### src/rtl/dec16_serial.sv
// Multi-cycle decrement unit: out = inp - 1, one DIGIT-wide slice per clock.
// Optional build macro DEC_SATURATE_EN clamps an underflow (inp == 0) to zero.
module dec16_serial #(
  parameter int WIDTH = 16,
  parameter int DIGIT = 4
) (
  input  logic             clk,
  input  logic             rst,
  input  logic             start,
  input  logic [WIDTH-1:0] inp,
  output logic             busy,
  output logic             done,
  output logic [WIDTH-1:0] out,
  output logic             borrow,
  output logic             zero,
  output logic             neg,
  output logic [1:0]       dbg_state_o
);

  localparam int N  = WIDTH / DIGIT;
  localparam int IW = (N > 1) ? $clog2(N) : 1;

  // Handshake: start is sampled only in IDLE; the accepting edge captures inp.
  // busy stays high through BUSY and DONE; done is a one-cycle pulse and
  // marks the cycle in which out and the flags first show the new result.
  typedef enum logic [1:0] {
    S_IDLE = 2'd0,
    S_BUSY = 2'd1,
    S_DONE = 2'd2
  } state_t;

  state_t           state_q, state_d;
  logic [WIDTH-1:0] opnd_q, opnd_d;
  logic [WIDTH-1:0] res_q, res_d;
  logic [IW-1:0]    idx_q, idx_d;
  logic             brw_q, brw_d;
  logic [WIDTH-1:0] out_q, out_d;
  logic             borrow_q, borrow_d;
  logic             zero_q, zero_d;
  logic             neg_q, neg_d;

  logic [31:0]      base;
  logic [DIGIT-1:0] dig;
  logic [DIGIT-1:0] slice;
  logic             brw_nx;
  logic             last;
  logic [WIDTH-1:0] full_res;
  logic [WIDTH-1:0] fin_res;

  // Datapath for the digit currently addressed by idx_q.
  always_comb begin
    base     = 32'(idx_q) * 32'(DIGIT);
    dig      = opnd_q[base +: DIGIT];
    slice    = dig - DIGIT'(brw_q);
    brw_nx   = brw_q & (dig == '0);
    last     = (idx_q == IW'(N - 1));
    full_res = res_q;
    full_res[base +: DIGIT] = slice;
`ifdef DEC_SATURATE_EN
    fin_res  = brw_nx ? '0 : full_res;
`else
    fin_res  = full_res;
`endif
  end

  always_comb begin
    state_d  = state_q;
    opnd_d   = opnd_q;
    res_d    = res_q;
    idx_d    = idx_q;
    brw_d    = brw_q;
    out_d    = out_q;
    borrow_d = borrow_q;
    zero_d   = zero_q;
    neg_d    = neg_q;
    case (state_q)
      S_IDLE: begin
        if (start) begin
          opnd_d  = inp;
          brw_d   = 1'b1;
          idx_d   = '0;
          state_d = S_BUSY;
        end
      end
      S_BUSY: begin
        // No early exit: the borrow chain always walks all N digits.
        res_d = full_res;
        brw_d = brw_nx;
        idx_d = idx_q + IW'(1);
        if (last) begin
          out_d    = fin_res;
          borrow_d = brw_nx;
          zero_d   = (fin_res == '0);
          neg_d    = fin_res[WIDTH-1];
          state_d  = S_DONE;
        end
      end
      S_DONE: begin
        state_d = S_IDLE;
      end
      default: begin
        state_d = S_IDLE;
      end
    endcase
  end

  always_ff @(posedge clk or negedge rst) begin
    if (!rst) begin
      state_q  <= S_IDLE;
      opnd_q   <= '0;
      res_q    <= '0;
      idx_q    <= '0;
      brw_q    <= 1'b0;
      out_q    <= '0;
      borrow_q <= 1'b0;
      zero_q   <= 1'b0;
      neg_q    <= 1'b0;
    end else begin
      state_q  <= state_d;
      opnd_q   <= opnd_d;
      res_q    <= res_d;
      idx_q    <= idx_d;
      brw_q    <= brw_d;
      out_q    <= out_d;
      borrow_q <= borrow_d;
      zero_q   <= zero_d;
      neg_q    <= neg_d;
    end
  end

  assign busy        = (state_q != S_IDLE);
  assign done        = (state_q == S_DONE);
  assign out         = out_q;
  assign borrow      = borrow_q;
  assign zero        = zero_q;
  assign neg         = neg_q;
  assign dbg_state_o = state_q;

endmodule

### config.mk
export PLATFORM = sky130hd
export DESIGN_NAME = dec16_serial
export DESIGN_NICKNAME = d
export VERILOG_FILES = /design/src/rtl/dec16_serial.sv
export SDC_FILE = /design/constraint.sdc
export NUM_CORES = 1
export LEC_CHECK = 0
export ABC_AREA = 1
export BUFFER_PORTS_ARGS = -buffer_cell sky130_fd_sc_hd__buf_2
export CAP_MARGIN = 20
export CORE_ASPECT_RATIO = 0.8
export CORE_MARGIN = 1.5
export CORE_UTILIZATION = 51
export CTS_BUF_LIST = sky130_fd_sc_hd__clkbuf_4 sky130_fd_sc_hd__clkbuf_8 sky130_fd_sc_hd__clkbuf_16
export DETAILED_ROUTE_END_ITERATION = 16
export PLACE_DENSITY_LB_ADDON = 0.05
export SETUP_SLACK_MARGIN = 0.3
export SYNTH_ARGS = -nofsm -noshare
export SYNTH_HDL_FRONTEND = slang
export SYNTH_SLANG_ARGS = --single-unit
### constraint.sdc
create_clock -name clk -period 2.3 [get_ports clk]
set_input_delay 0 -clock clk [delete_from_list [all_inputs] [get_ports clk]]
set_output_delay 0 -clock clk [all_outputs]
set_load 0.02 [all_outputs]
Word level (Yosys, flattened, before mapping)
Index checks and enable logic that the tools add are counted.
{"block": "op_classes", "addsub": 3, "n_eq_ne": 5, "shifts": 3, "mux": 8, "bitwise": 1, "n_reduce_logical": 9}
{"cell": "4-bit negator with 34-bit output", "n": 1}
{"cell": "4-bit by 34-bit variable shift with 16-bit output (first input constant)", "n": 1}
{"cell": "4-bit by 34-bit variable part select with 16-bit output", "n": 1}
{"cell": "16-bit bitwise mux", "n": 1}
{"cell": "16-bit zero test", "n": 1}
{"cell": "16-bit by 5-bit variable part select with 4-bit output", "n": 1}
{"cell": "2-bit one-hot mux with 2 select lines", "n": 2}
{"cell": "2-bit AND reduction", "n": 4}
{"cell": "2-bit two-way mux", "n": 3}
{"cell": "2-bit equality test (second input constant)", "n": 2}
{"cell": "4-bit zero test", "n": 1}
{"cell": "2-bit inequality test (second input constant)", "n": 2}
{"cell": "2-bit nonzero test", "n": 2}
{"cell": "4-bit by 1-bit subtractor with 4-bit output", "n": 1}
{"cell": "2-bit by 1-bit adder with 2-bit output (second input constant)", "n": 1}
{"cell": "2-bit by 1-bit equality test with 1-bit output (second input constant)", "n": 1}
{"cell": "2-bit zero test", "n": 1}
{"cell": "1-bit one-hot mux with 2 select lines", "n": 1}
{"cell": "1-bit AND", "n": 1}
{"cell": "1-bit two-way mux", "n": 1}
{"block": "word_totals", "ff_bits": 56, "wordCells": 38}

Logic depth before layout (Yosys ltp)
{"block": "depth", "ltp_word": 5, "ltp_mapped": 19}

Least setup slack after synthesis
No wires, ideal clock.
{"block": "synth_path", "path_kind": "reg-to-reg", "from": "reg idx_q[0]", "to": "reg zero_q (netlist: zero)", "setup_time_ps": 66, "arrival_ps": 2291, "t_required_ps": 2234, "path_slack_ps": -57, "path_stages_with_launch": 19, "path_buffers": 2, "path_cell_list": "dfrtp_1 -> buf_6 -> buf_2 -> nand2_1 -> a32o_1 -> ha_1 -> ha_1 -> nor2_1 -> nand3_1 -> o21ai_1 -> nor2_1 -> nand2_1 -> nor2_1 -> nand2_1 -> nor2_1 -> nand2_1 -> nor2_1 -> nand2_1 -> nand2_1"}
{"block": "synth_via", "elab_chain_len": 5, "word_cells_on_any_way": 9, "classes_between": "2 x add/sub; 1 x eq/ne; 3 x shift; 1 x mux; 2 x reduce/logical"}
{"item": "from (decl)", "line": "35", "source": "logic [IW-1:0] idx_q, idx_d;"}
{"item": "from (signal assigned)", "line": "122", "source": "idx_q <= idx_d;"}
{"item": "16-bit by 5-bit variable part select with 4-bit output", "line": "53", "source": "dig = opnd_q[base +: DIGIT];"}
{"item": "4-bit by 1-bit subtractor with 4-bit output", "line": "54", "source": "slice = dig - DIGIT'(brw_q);"}
{"item": "4-bit by 34-bit variable part select with 16-bit output", "line": "58", "source": "full_res[base +: DIGIT] = slice;"}
{"item": "16-bit bitwise mux", "line": "58"}
{"item": "16-bit zero test", "line": "93", "source": "zero_d = (fin_res == '0);"}
{"item": "to (signal assigned)", "line": "126", "source": "zero_q <= zero_d;"}
{"item": "to (decl)", "line": "39", "source": "logic zero_q, zero_d;"}
Several ways; a longest one is shown, not always the timed one.
A chain may end at the register's enable or synchronous reset.

Worst setup path after layout
Same ends and word-level chain as after synthesis.

==> results.yml <==
timing:
  max_freq_ghz: 0.442
  worst_slew_pin_slew_ns: 0.752
  rsz0062_at_grt: "true"
  timing.final.crit_share: 0.984
  tns_ns: 0
  slew_viol_final: 0
  finalHoldViolCount: 0
  finClkSkew_ns: 0.00638
  fin_crit_ns: 2.26
  setup_viol: 0
  maxSlewHeadroom: 0.498
critical_path:
  cp-start-kind: "flop"
  required_ns: 2.56
  cp_max_fo: 6
  critPathKind: "reg2reg"
  arrival_ns: 2.52
  worst_setup_path_end_kind: "flop"
finish:
  drive_gt1_frac: 0.333
  n_antenna_cell: 0
  synthToLayoutAreaGrowth_pct: 28.1
  multi_input_area_um2: 1240
  finalNetCount: 413
  regArea_um2: 1380
  n_fill_cell: 396
clocking:
  cts_made_buffers: 5
  clock_path_buffers: 2
  h-tree-depth: 2
  cts.sink_count: 55
  worstSkewPairLatency_ns: 0.31
  clk_pin_slew_ns: 0.10
  cts_tree: "done"
  root_buffer: "clkbuf_8"
pwr:
  combPwrFrac: 0.534
  power_w: 0.00487
  internal_power_w: 0.00272
  p_leak_nw: 1.77
  p_per_area_nw_per_um2: 1400
  irDropWorstVdd_v: 0.000726
  seqPwrFrac: 0.329
  switching_share: 0.442
  p_clk_frac: 0.137
  p_switching_w: 0.00216
placed_design:
  gp_congestion: 0.849
  io_buffers: 41
  place_hpwl_um: 4120
routing:
  wl_um: 5950
  initialDrtViolationCount: 146
  ant_nets: 0
  vias_per_cell: 5.01
  wl_per_cell_um: 13.3
  drtPass1Iterations: 4
  drc_errors: 0
  vias: 2251
yosys:
  syn_avg_cell_area_um2: 8.74
  yosysTopAreaCellShare: 0.506
  ys_seq_area_frac: 0.506
  ys_warn_count: 0
  netlist_area_um2: 2720
  synth.distinct_cells: 27
  yosysTopAreaCell: "dfrtp_1"
  synth_cells: 311
  synth_edf_count: 0
  syn_nets: 338
  synthTopCellsByArea: "dfrtp_1 (51%), nand2_1 (14%), mux2_2 (6.6%)"
  synth_seq_cells: 55
  dominantRegCellSynth: "dfrtp_1"
  synthArstFlopShare: 1.00
die:
  fp.dieW_um: 84.6
  die_y_um: 68.3
  start_util: 0.537
  dieArea_um2: 5780
  ios: 42
  rows: 23
  coreArea_um2: 5060
grt:
  grt_pass1_wl_um: 9890
  antenna_found_initial: 0
  grt_overflow: 0
  grt_max_degree: 56
  grt_pass1_vias: 2075
  grt_use_total: 0.223
job:
  max_cap_violations: 0
outcome:
  status: "completed"
worst_hold_path:
  hp-class: "in2async"
## flip-flops by register name (all words and copies together), names as in the netlist
name         flops
dbg_state_o      2
borrow           1
out             16
res_q           16
idx_q            2
zero             1
brw_q            1
opnd_q          16
## cells by family after synthesis
| family | Yosys count | synth area share |
|---|---|---|
| buffers and inverters | 41 | 0.0654 |
| AND/OR/NAND/NOR | 155 | 0.253 |
| multiplexers | 16 | 0.0663 |
| adder cells (fa/ha/maj) | 8 | 0.0368 |
| AO/OA/AOI/OAI | 36 | 0.0723 |
| flip-flops | 55 | 0.506 |
## cells in the mapped netlist, types with 2 or more instances
master and n:
o21ai_0 22, nand4_1 5, mux2_2 16, buf_2 2, a31oi_1 4, inv_1 25
nand2_1 98, a21oi_1 4, buf_6 2, nand3_1 13, o21ai_1 2, dfrtp_1 55
o22ai_1 2, nand2_2 9, nor2_1 21, inv_2 4, clkbuf_1 6, ha_1 8
nand3_2 5
## critical path, stage by stage (launching register included)
cell	delay, ns
dfrtp_2	0.46
inv_4	0.10
nand2_2	0.05
a32o_2	0.29
ha_4	0.17
ha_4	0.26
inv_2	0.04
nand3_2	0.08
nand2_2	0.06
nor2_2	0.11
nand3_1	0.09
nor2_1	0.10
nand2_1	0.05
nor2_1	0.10
nand2_1	0.06
nor2_1	0.10
nand2_1	0.05
nand2_1	0.05
## per-stage QoR
stage,utilization,hold WS [ns],std cells,setup WS [ns],cell area (µm²)
2_1_floorplan,-,-0.296,311,0.00807,2720
3_3_place_gp,0.602,0.0198,416,0.126,3050
3_5_place_dp,0.602,0.0221,416,0.0171,3050
4_1_cts,0.669,0.222,444,0.0647,3390
5_1_grt,0.688,0.275,449,-0.183,3480
6_report,0.688,0.201,449,0.0366,3480
## cell usage in the layout (no fill, tap or decap), types with 8 or more instances in the layout
cell type	Yosys	layout
nand3_2	5	8
buf_4	1	18
nand2_1	98	92
inv_1	25	24
nand3_1	13	10
buf_2	2	41
nand2_2	9	15
dlygate4sd3_1	0	18
mux2_2	16	16
o21ai_0	22	20
nor2_1	21	18
dfrtp_1	55	54
## metal layers
metal	up-vias	routed length (µm)	track usage
met4	0	81	0.0746
met3	9	255	0.0446
met5	-	0	0
met1	1045	3060	0.315
li1	1145	-	-
met2	52	2560	0.348
## cell type report
cell class	count	area share
Clock buffer	6	0.0237
Clock inverter	2	0.0101
Inverter	30	0.0331
Multi-Input combinational cell	215	0.357
Sequential cell	55	0.396
Tap cell	62	0.0223
Timing Repair Buffer	79	0.158
## power by group through the flow
stage               Clock (W)  Combinational (W)  Sequential [W]
finish               0.000666            0.00260         0.00161
global route         0.000710            0.00291         0.00165
CTS                  0.000679            0.00245         0.00160
detailed placement          0            0.00235         0.00161
global placement            0            0.00230         0.00160
floorplan                   0            0.00158         0.00173
## path summary, 6_finish.rpt
check / start / end / slack [ns] / depth (start not counted)
worst max-delay path: idx_q[0] / zero / 0.04 / 17
worst min-delay path: rst / opnd_q[13] / 0.20 / 3
worst max register to register: idx_q[0] / zero / 0.04 / 17
worst min register to register: out[9] / out[9] / 0.48 / 2
max in group asynchronous: rst / idx_q[0] / 1.83 / 3
min in group clk: inp[1] / opnd_q[1] / 0.45 / 3
## timing repair
action                                 in CTS  in global routing
endpoints found under the hold margin      72                  0
gates resized for setup                     5                 19
setup endpoints to repair                  11                 14
pin swaps                                   0                 16
setup buffers                               2                  5
hold buffers                               18                  0
(Power assumes the default switching activity.)
